`src/rtl/gpio_pkg.sv`:
```
// Shared register offsets, handshake state encoding and request bundle for the GPIO responder.
package gpio_pkg;

  localparam logic [4:0] GPIO_DATA_OUT    = 5'h00;
  localparam logic [4:0] GPIO_OUT_SET     = 5'h04;
  localparam logic [4:0] GPIO_OUT_CLR     = 5'h08;
  localparam logic [4:0] GPIO_DATA_IN     = 5'h0C;
  localparam logic [4:0] GPIO_EDGE_STATUS = 5'h10;
  localparam logic [4:0] GPIO_EDGE_MASK   = 5'h14;

  typedef enum logic {
    ST_IDLE = 1'b0,
    ST_RESP = 1'b1
  } gpio_state_t;

  typedef struct packed {
    logic        we;
    logic [4:0]  addr;
    logic [31:0] wdata;
  } gpio_req_t;

endpackage

```
`src/rtl/gpio_in_debounce.sv`:
```
// Per-pin two-flop synchronizer plus run-length debounce; stable follows the pin after DEBOUNCE_CYCLES agreeing samples.
// Latency: DEBOUNCE_CYCLES+2 edges pin-to-stable; no backpressure, samples every cycle.
module gpio_in_debounce #(
  parameter int DEBOUNCE_CYCLES = 4
) (
  input  logic clk,
  input  logic rst,
  input  logic pin,
  output logic stable,
  output logic upd
);

  localparam int CW = (DEBOUNCE_CYCLES > 1) ? $clog2(DEBOUNCE_CYCLES) : 1;

  logic          sync1;
  logic          sync2;
  logic [CW-1:0] cnt;

  // upd is the cycle in which stable flips; the top uses it as the edge strobe
  assign upd = (sync2 != stable) && (cnt == CW'(DEBOUNCE_CYCLES - 1));

  always_ff @(posedge clk) begin
    if (rst) begin
      sync1  <= 1'b0;
      sync2  <= 1'b0;
      cnt    <= '0;
      stable <= 1'b0;
    end else begin
      sync1 <= pin;
      sync2 <= sync1;
      if (sync2 == stable) begin
        cnt <= '0;
      end else if (upd) begin
        stable <= sync2;
        cnt    <= '0;
      end else begin
        cnt <= cnt + CW'(1);
      end
    end
  end

endmodule

```
`src/rtl/gpio_mmio_responder.sv`:
```
// MMIO GPIO block: output register with set/clear aliases, debounced inputs, edge capture and level irq.
// Latency: response one cycle after accept; backpressure: req_ready low in the response cycle (1 req / 2 cycles).
module gpio_mmio_responder
  import gpio_pkg::*;
#(
  parameter int WIDTH           = 8,
  parameter int DEBOUNCE_CYCLES = 4,
  parameter int ARM_CYCLES      = DEBOUNCE_CYCLES + 3
) (
  input  logic             clk,
  input  logic             rst,
  input  logic             req_valid,
  output logic             req_ready,
  input  logic             req_we,
  input  logic [4:0]       req_addr,
  input  logic [31:0]      req_wdata,
  output logic             resp_valid,
  output logic [31:0]      resp_rdata,
  input  logic [WIDTH-1:0] gpio_port_in,
  output logic [WIDTH-1:0] gpio_port_out,
  output logic             irq
);

  localparam int AW = $clog2(ARM_CYCLES + 1);

  gpio_state_t      state;
  gpio_state_t      state_nxt;
  gpio_req_t        req;
  logic             accept;
  logic [2:0]       sel;
  logic [WIDTH-1:0] wr_dat;
  logic [WIDTH-1:0] data_out;
  logic [WIDTH-1:0] edge_status;
  logic [WIDTH-1:0] edge_mask;
  logic [WIDTH-1:0] din;
  logic [WIDTH-1:0] din_upd;
  logic [WIDTH-1:0] hw_set;
  logic [WIDTH-1:0] w1c;
  logic [31:0]      rd_dat;
  logic [31:0]      resp_rdata_q;
  logic [AW-1:0]    arm_cnt;
  logic             unused_bits;

  assign req         = {req_we, req_addr, req_wdata};
  assign sel         = req.addr[4:2];
  assign wr_dat      = req.wdata[WIDTH-1:0];
  assign unused_bits = ^{req.addr[1:0], req.wdata};

  for (genvar i = 0; i < WIDTH; i++) begin : g_in
    gpio_in_debounce #(.DEBOUNCE_CYCLES(DEBOUNCE_CYCLES)) u_deb (
      .clk    (clk),
      .rst    (rst),
      .pin    (gpio_port_in[i]),
      .stable (din[i]),
      .upd    (din_upd[i])
    );
  end

  // Edges are ignored until the arm counter drains, hiding the post-reset settle of the input path
  assign hw_set = (arm_cnt == '0) ? din_upd : '0;
  assign w1c    = (accept && req.we && sel == GPIO_EDGE_STATUS[4:2]) ? wr_dat : '0;

  always_comb begin
    rd_dat = '0;
    case (sel)
      GPIO_DATA_OUT[4:2]:    rd_dat = 32'(data_out);
      GPIO_DATA_IN[4:2]:     rd_dat = 32'(din);
      GPIO_EDGE_STATUS[4:2]: rd_dat = 32'(edge_status);
      GPIO_EDGE_MASK[4:2]:   rd_dat = 32'(edge_mask);
      default:               rd_dat = '0;
    endcase
  end

  always_ff @(posedge clk) begin
    if (rst) begin
      state <= ST_IDLE;
    end else begin
      state <= state_nxt;
    end
  end

  always_comb begin
    state_nxt  = state;
    req_ready  = 1'b0;
    resp_valid = 1'b0;
    accept     = 1'b0;
    case (state)
      ST_IDLE: begin
        req_ready = 1'b1;
        if (req_valid) begin
          accept    = 1'b1;
          state_nxt = ST_RESP;
        end
      end
      ST_RESP: begin
        resp_valid = 1'b1;
        state_nxt  = ST_IDLE;
      end
    endcase
  end

  always_ff @(posedge clk) begin
    if (rst) begin
      data_out     <= '0;
      edge_status  <= '0;
      edge_mask    <= '0;
      irq          <= 1'b0;
      resp_rdata_q <= '0;
      arm_cnt      <= AW'(ARM_CYCLES);
    end else begin
      irq         <= |(edge_status & edge_mask);
      // Hardware set is OR'd in after the clear so a coincident edge survives W1C
      edge_status <= (edge_status & ~w1c) | hw_set;
      if (arm_cnt != '0) begin
        arm_cnt <= arm_cnt - AW'(1);
      end
      if (accept) begin
        resp_rdata_q <= req.we ? '0 : rd_dat;
        if (req.we) begin
          case (sel)
            GPIO_DATA_OUT[4:2]:  data_out  <= wr_dat;
            GPIO_OUT_SET[4:2]:   data_out  <= data_out | wr_dat;
            GPIO_OUT_CLR[4:2]:   data_out  <= data_out & ~wr_dat;
            GPIO_EDGE_MASK[4:2]: edge_mask <= wr_dat;
            default: ;
          endcase
        end
      end
    end
  end

  assign resp_rdata    = resp_rdata_q;
  assign gpio_port_out = data_out;

endmodule

```
`config.mk`:
```
export PLATFORM = sky130hd
export DESIGN_NAME = gpio_mmio_responder
export DESIGN_NICKNAME = d
export VERILOG_FILES = /design/src/rtl/gpio_pkg.sv /design/src/rtl/gpio_in_debounce.sv /design/src/rtl/gpio_mmio_responder.sv
export SDC_FILE = /design/constraint.sdc
export NUM_CORES = 1
export LEC_CHECK = 0
export CAP_MARGIN = 10
export CORE_MARGIN = 2
export CORE_UTILIZATION = 30
export CTS_BUF_LIST = sky130_fd_sc_hd__clkbuf_4 sky130_fd_sc_hd__clkbuf_8
export DETAILED_ROUTE_END_ITERATION = 12
export PLACE_DENSITY_LB_ADDON = 0.2
export SLEW_MARGIN = 20
export SYNTH_ARGS = -nofsm -noshare
export SYNTH_HDL_FRONTEND = slang
export SYNTH_SLANG_ARGS = --single-unit
```
`constraint.sdc`:
```
create_clock -name clk -period 3.6 [get_ports clk]
set_input_delay 0.36 -clock clk [delete_from_list [all_inputs] [get_ports clk]]
set_output_delay 0.36 -clock clk [all_outputs]
set_load 0.03 [all_outputs]
```
==> impl_results.md <==
- Status: finished, final reports clean
- CP arrival: around 2.4 ns
- GPL Wtd Cong: between 0.7 and 0.8
- Actual slew at the worst max-slew pin: 0.948 ns
- Synth Cell Area: about 3400 um^2
- CTS buffer count: 9
- # Post-CTS Setup Buffers: 0
- Placed Instance Area: 3800 um^2
- Row count: 38
- Number of port buffers: ~40
- Clock buffer depth: 2
- DR vias: 2,443
- Sink Count: 77
- Number of nets in the layout: around 420
- DPL Wire Length: between 5000 and 6000 um
- Hold Path Depth: 1
- Worst-skew pair later-pin latency: about 0.35 ns
- Fin Setup TNS: 0 ns
- Worst Setup End Kind: flop
- Crit Path Class: in -> reg
- Average size of a mapped cell: ~10 um^2
- Register area share after synthesis: 45.3%
- Tmin final: roughly 2.1 ns
- Leak Pwr: between 1 and 1.5 nW
- All-layer global routing usage: between 10% and 20%
- Top Ports: slightly above 90
- Worst-path maximum fanout: 21
- Number of global-route vias before repair: between 2,000 and 2,500
- Clock Skew: 0.00978 ns
- Initial antenna violation count: 0
- Number of remaining DRC errors: 0
- Aggregate global routing overflow: 0
- Routed wire length: a little under 8000 um
- Biggest area consumer among synthesized cells: dfxtp_1
- # setup viols final: 0
- Pre-CTS setup slack: around 1.1 ns
- Global-route wire length before repair: about 13,000 um
- Die X: around 110 um
- Worst-path clk slew: 0.08 ns
- Syn-to-layout area delta: 17.5%
- Cell count after synthesis: approximately 330
- Detail-routed via count per cell: just under 5
- Initial Util: 31.1%
- H-tree levels: 3
- CTS resizes: 0
- Synth top area cells: dfxtp_1, mux2i_1, buf_4
- Share of cells above drive strength 1: between 7 and 8%
- CORE AREA: 10,900 um^2
- Reg2Reg Depth: 3
- Largest net degree at the start of global routing: 49
- Maximum VDD drop: ~0.20 mV
- Max_cap viols: 0
- Max Fclk: around 470 MHz
- PwrDens: ~420 nW/um^2
- # diodes: 0
- Initial DRC count: 55
- CTS tree: yes
- Cell area after layout: 4000 um^2
- Fin crit share: between 50% and 60%
- Crit path cell chain: clkdlybuf4s50_1 -> nor2b_1 -> nand3_1 -> a32o_1
- Antenna-violating nets left: 0
- Slowest CP cell: clkdlybuf4s50_1
- Fin. Hold Viols: 0
- Cts-stage hold buffer count: 0
- Cell variety after synth: 40
- Rel. slew slack: approximately 37%
- Drt pass-1 iters: 4
- Share of the synthesized area in the top cell type: between 40% and 50%
- Worst hold path type: reg -> reg
- Slowest cell delay on critical path: 0.80 ns
- Yosys warns: 0
- Register bit count reported by yosys: 77
- Crit path required time: about 3.9 ns
- Critical Path Source Type: input port
- Final worst setup slack: around 1.5 ns
- Final slew viol count: 0
- RSZ-0062 raised after global routing: false
- Total Die Area: 12,200 um^2
- CTS root buf: clkbuf_8
- Wire per inst: around 15 um
- Die Y: 110 um
[worst max-delay path: cells and delay by family]
family          cells  cell delay (ns)
simple gates        2             0.95
compound gates      1             0.29
buf+inv             1             0.80
[cells in the mapped netlist]
| cell type | instances |
|---|---|
| ha_1 | 10 |
| buf_1 | 3 |
| dfxtp_1 | 77 |
| mux2_2 | 1 |
| nand2_1 | 21 |
| nor3b_1 | 1 |
| a41oi_1 | 1 |
| nor4_4 | 1 |
| and3_1 | 2 |
| and3_4 | 1 |
| o21ai_0 | 2 |
| nor2_1 | 10 |
| nor2b_1 | 24 |
| buf_2 | 7 |
| a32o_1 | 14 |
| conb_1 | 1 |
| buf_4 | 24 |
| nor4bb_4 | 1 |
| inv_2 | 1 |
| buf_6 | 2 |
| nand3b_1 | 2 |
| o31ai_1 | 1 |
| nand4b_1 | 16 |
| mux2i_1 | 24 |
| nor4_1 | 8 |
| clkbuf_1 | 7 |
| nor4bb_1 | 1 |
| a22oi_1 | 4 |
| nor4b_1 | 8 |
| o211ai_1 | 16 |
| xnor2_1 | 9 |
| or2_2 | 1 |
| a21oi_1 | 2 |
| nor3_2 | 1 |
| nand2b_1 | 1 |
| a22o_1 | 8 |
| buf_12 | 1 |
| inv_1 | 4 |
| nand3_1 | 6 |
| or2b_1 | 1 |
[kinds of logic after synthesis]
kind of cell,count (synthesis),share of synthesized area (%)
AND/OR/NAND/NOR,106,20.3
flip-flops,77,45.3
buffers and inverters,49,9.23
AO/OA/AOI/OAI,48,11.7
multiplexers,25,7.40
adder cells (fa/ha/maj),10,3.68
XOR/XNOR,9,2.32
other,1,0.110
[area by class of cell]
cell class,instances,area (um^2)
clock buffers,10,131
fillers,1137,6940
multi-input cells,222,1630
clock inverters,6,63.8
well taps,140,175
flip-flops and latches,77,1540
inverters,5,18.8
repair buffers,45,435
[sequential cells by signal (all words and copies together), names as in the netlist]
signal,count
state,1
g_in.u_deb.stable,8
edge_status,8
resp_rdata,8
g_in.u_deb.sync2,8
g_in.u_deb.cnt,16
edge_mask,8
arm_cnt,3
irq,1
gpio_port_out,8
g_in.u_deb.sync1,8
[worst paths after layout]
kind,start,end,slack (ns)
worst max register to register,state$_SDFF_PP0_,edge_mask[4]$_SDFFE_PP0P_,1.93
worst min-delay path,g_in[1].u_deb.cnt[0]$_SDFF_PP0_,g_in[1].u_deb.cnt[0]$_SDFF_PP0_,0.43
worst min register to register,g_in[1].u_deb.cnt[0]$_SDFF_PP0_,g_in[1].u_deb.cnt[0]$_SDFF_PP0_,0.43
worst max-delay path,req_addr[2],edge_status[4]$_SDFF_PP0_,1.46
[power by group]
part / internal [mW] / switching [mW]
clock: 0.327 / 0.317
combinational: 0.0555 / 0.105
sequential: 0.868 / 0.00955
[cell usage in the layout (no fill, tap or decap), drive strengths merged, types with 2 or more instances in the layout]
cell / instances
conb: 24
nor4: 9
o21ai: 2
and3: 3
nor2: 10
nand3b: 2
a32o: 14
ha: 10
nor2b: 24
clkdlybuf4s50: 40
buf: 5
mux2i: 24
clkinvlp: 2
clkinv: 3
xnor2: 9
dfxtp: 77
a21oi: 2
nand2: 21
a22o: 8
a22oi: 4
nand3: 6
nand4b: 16
nor4b: 8
inv: 5
nor4bb: 2
clkbuf: 10
o211ai: 16
[metal layers]
metal  part of all wire [%]  global-route usage (%)  vias up
met5                      0                       0        -
met4                    1.2                    4.00        0
met3                    5.2                    3.57        9
met2                     47                    21.3       70
met1                     46                    17.0     1152
li1                       -                       -     1212
[per-stage QoR]
| stage | hold WS (ns) | power [mW] | util (%) | instances |
|---|---|---|---|---|
| floorplan | 0.405 | 1.03 | - | 348 |
| finish | 0.432 | 1.68 | 36.6 | 505 |
| detailed placement | 0.424 | 1.06 | 34.8 | 489 |
| global route | 0.451 | 1.76 | 36.6 | 505 |
| CTS | 0.438 | 1.71 | 36.6 | 505 |
| global placement | 0.413 | 1.06 | 34.8 | 489 |
Power figures use the tool's default switching activity.
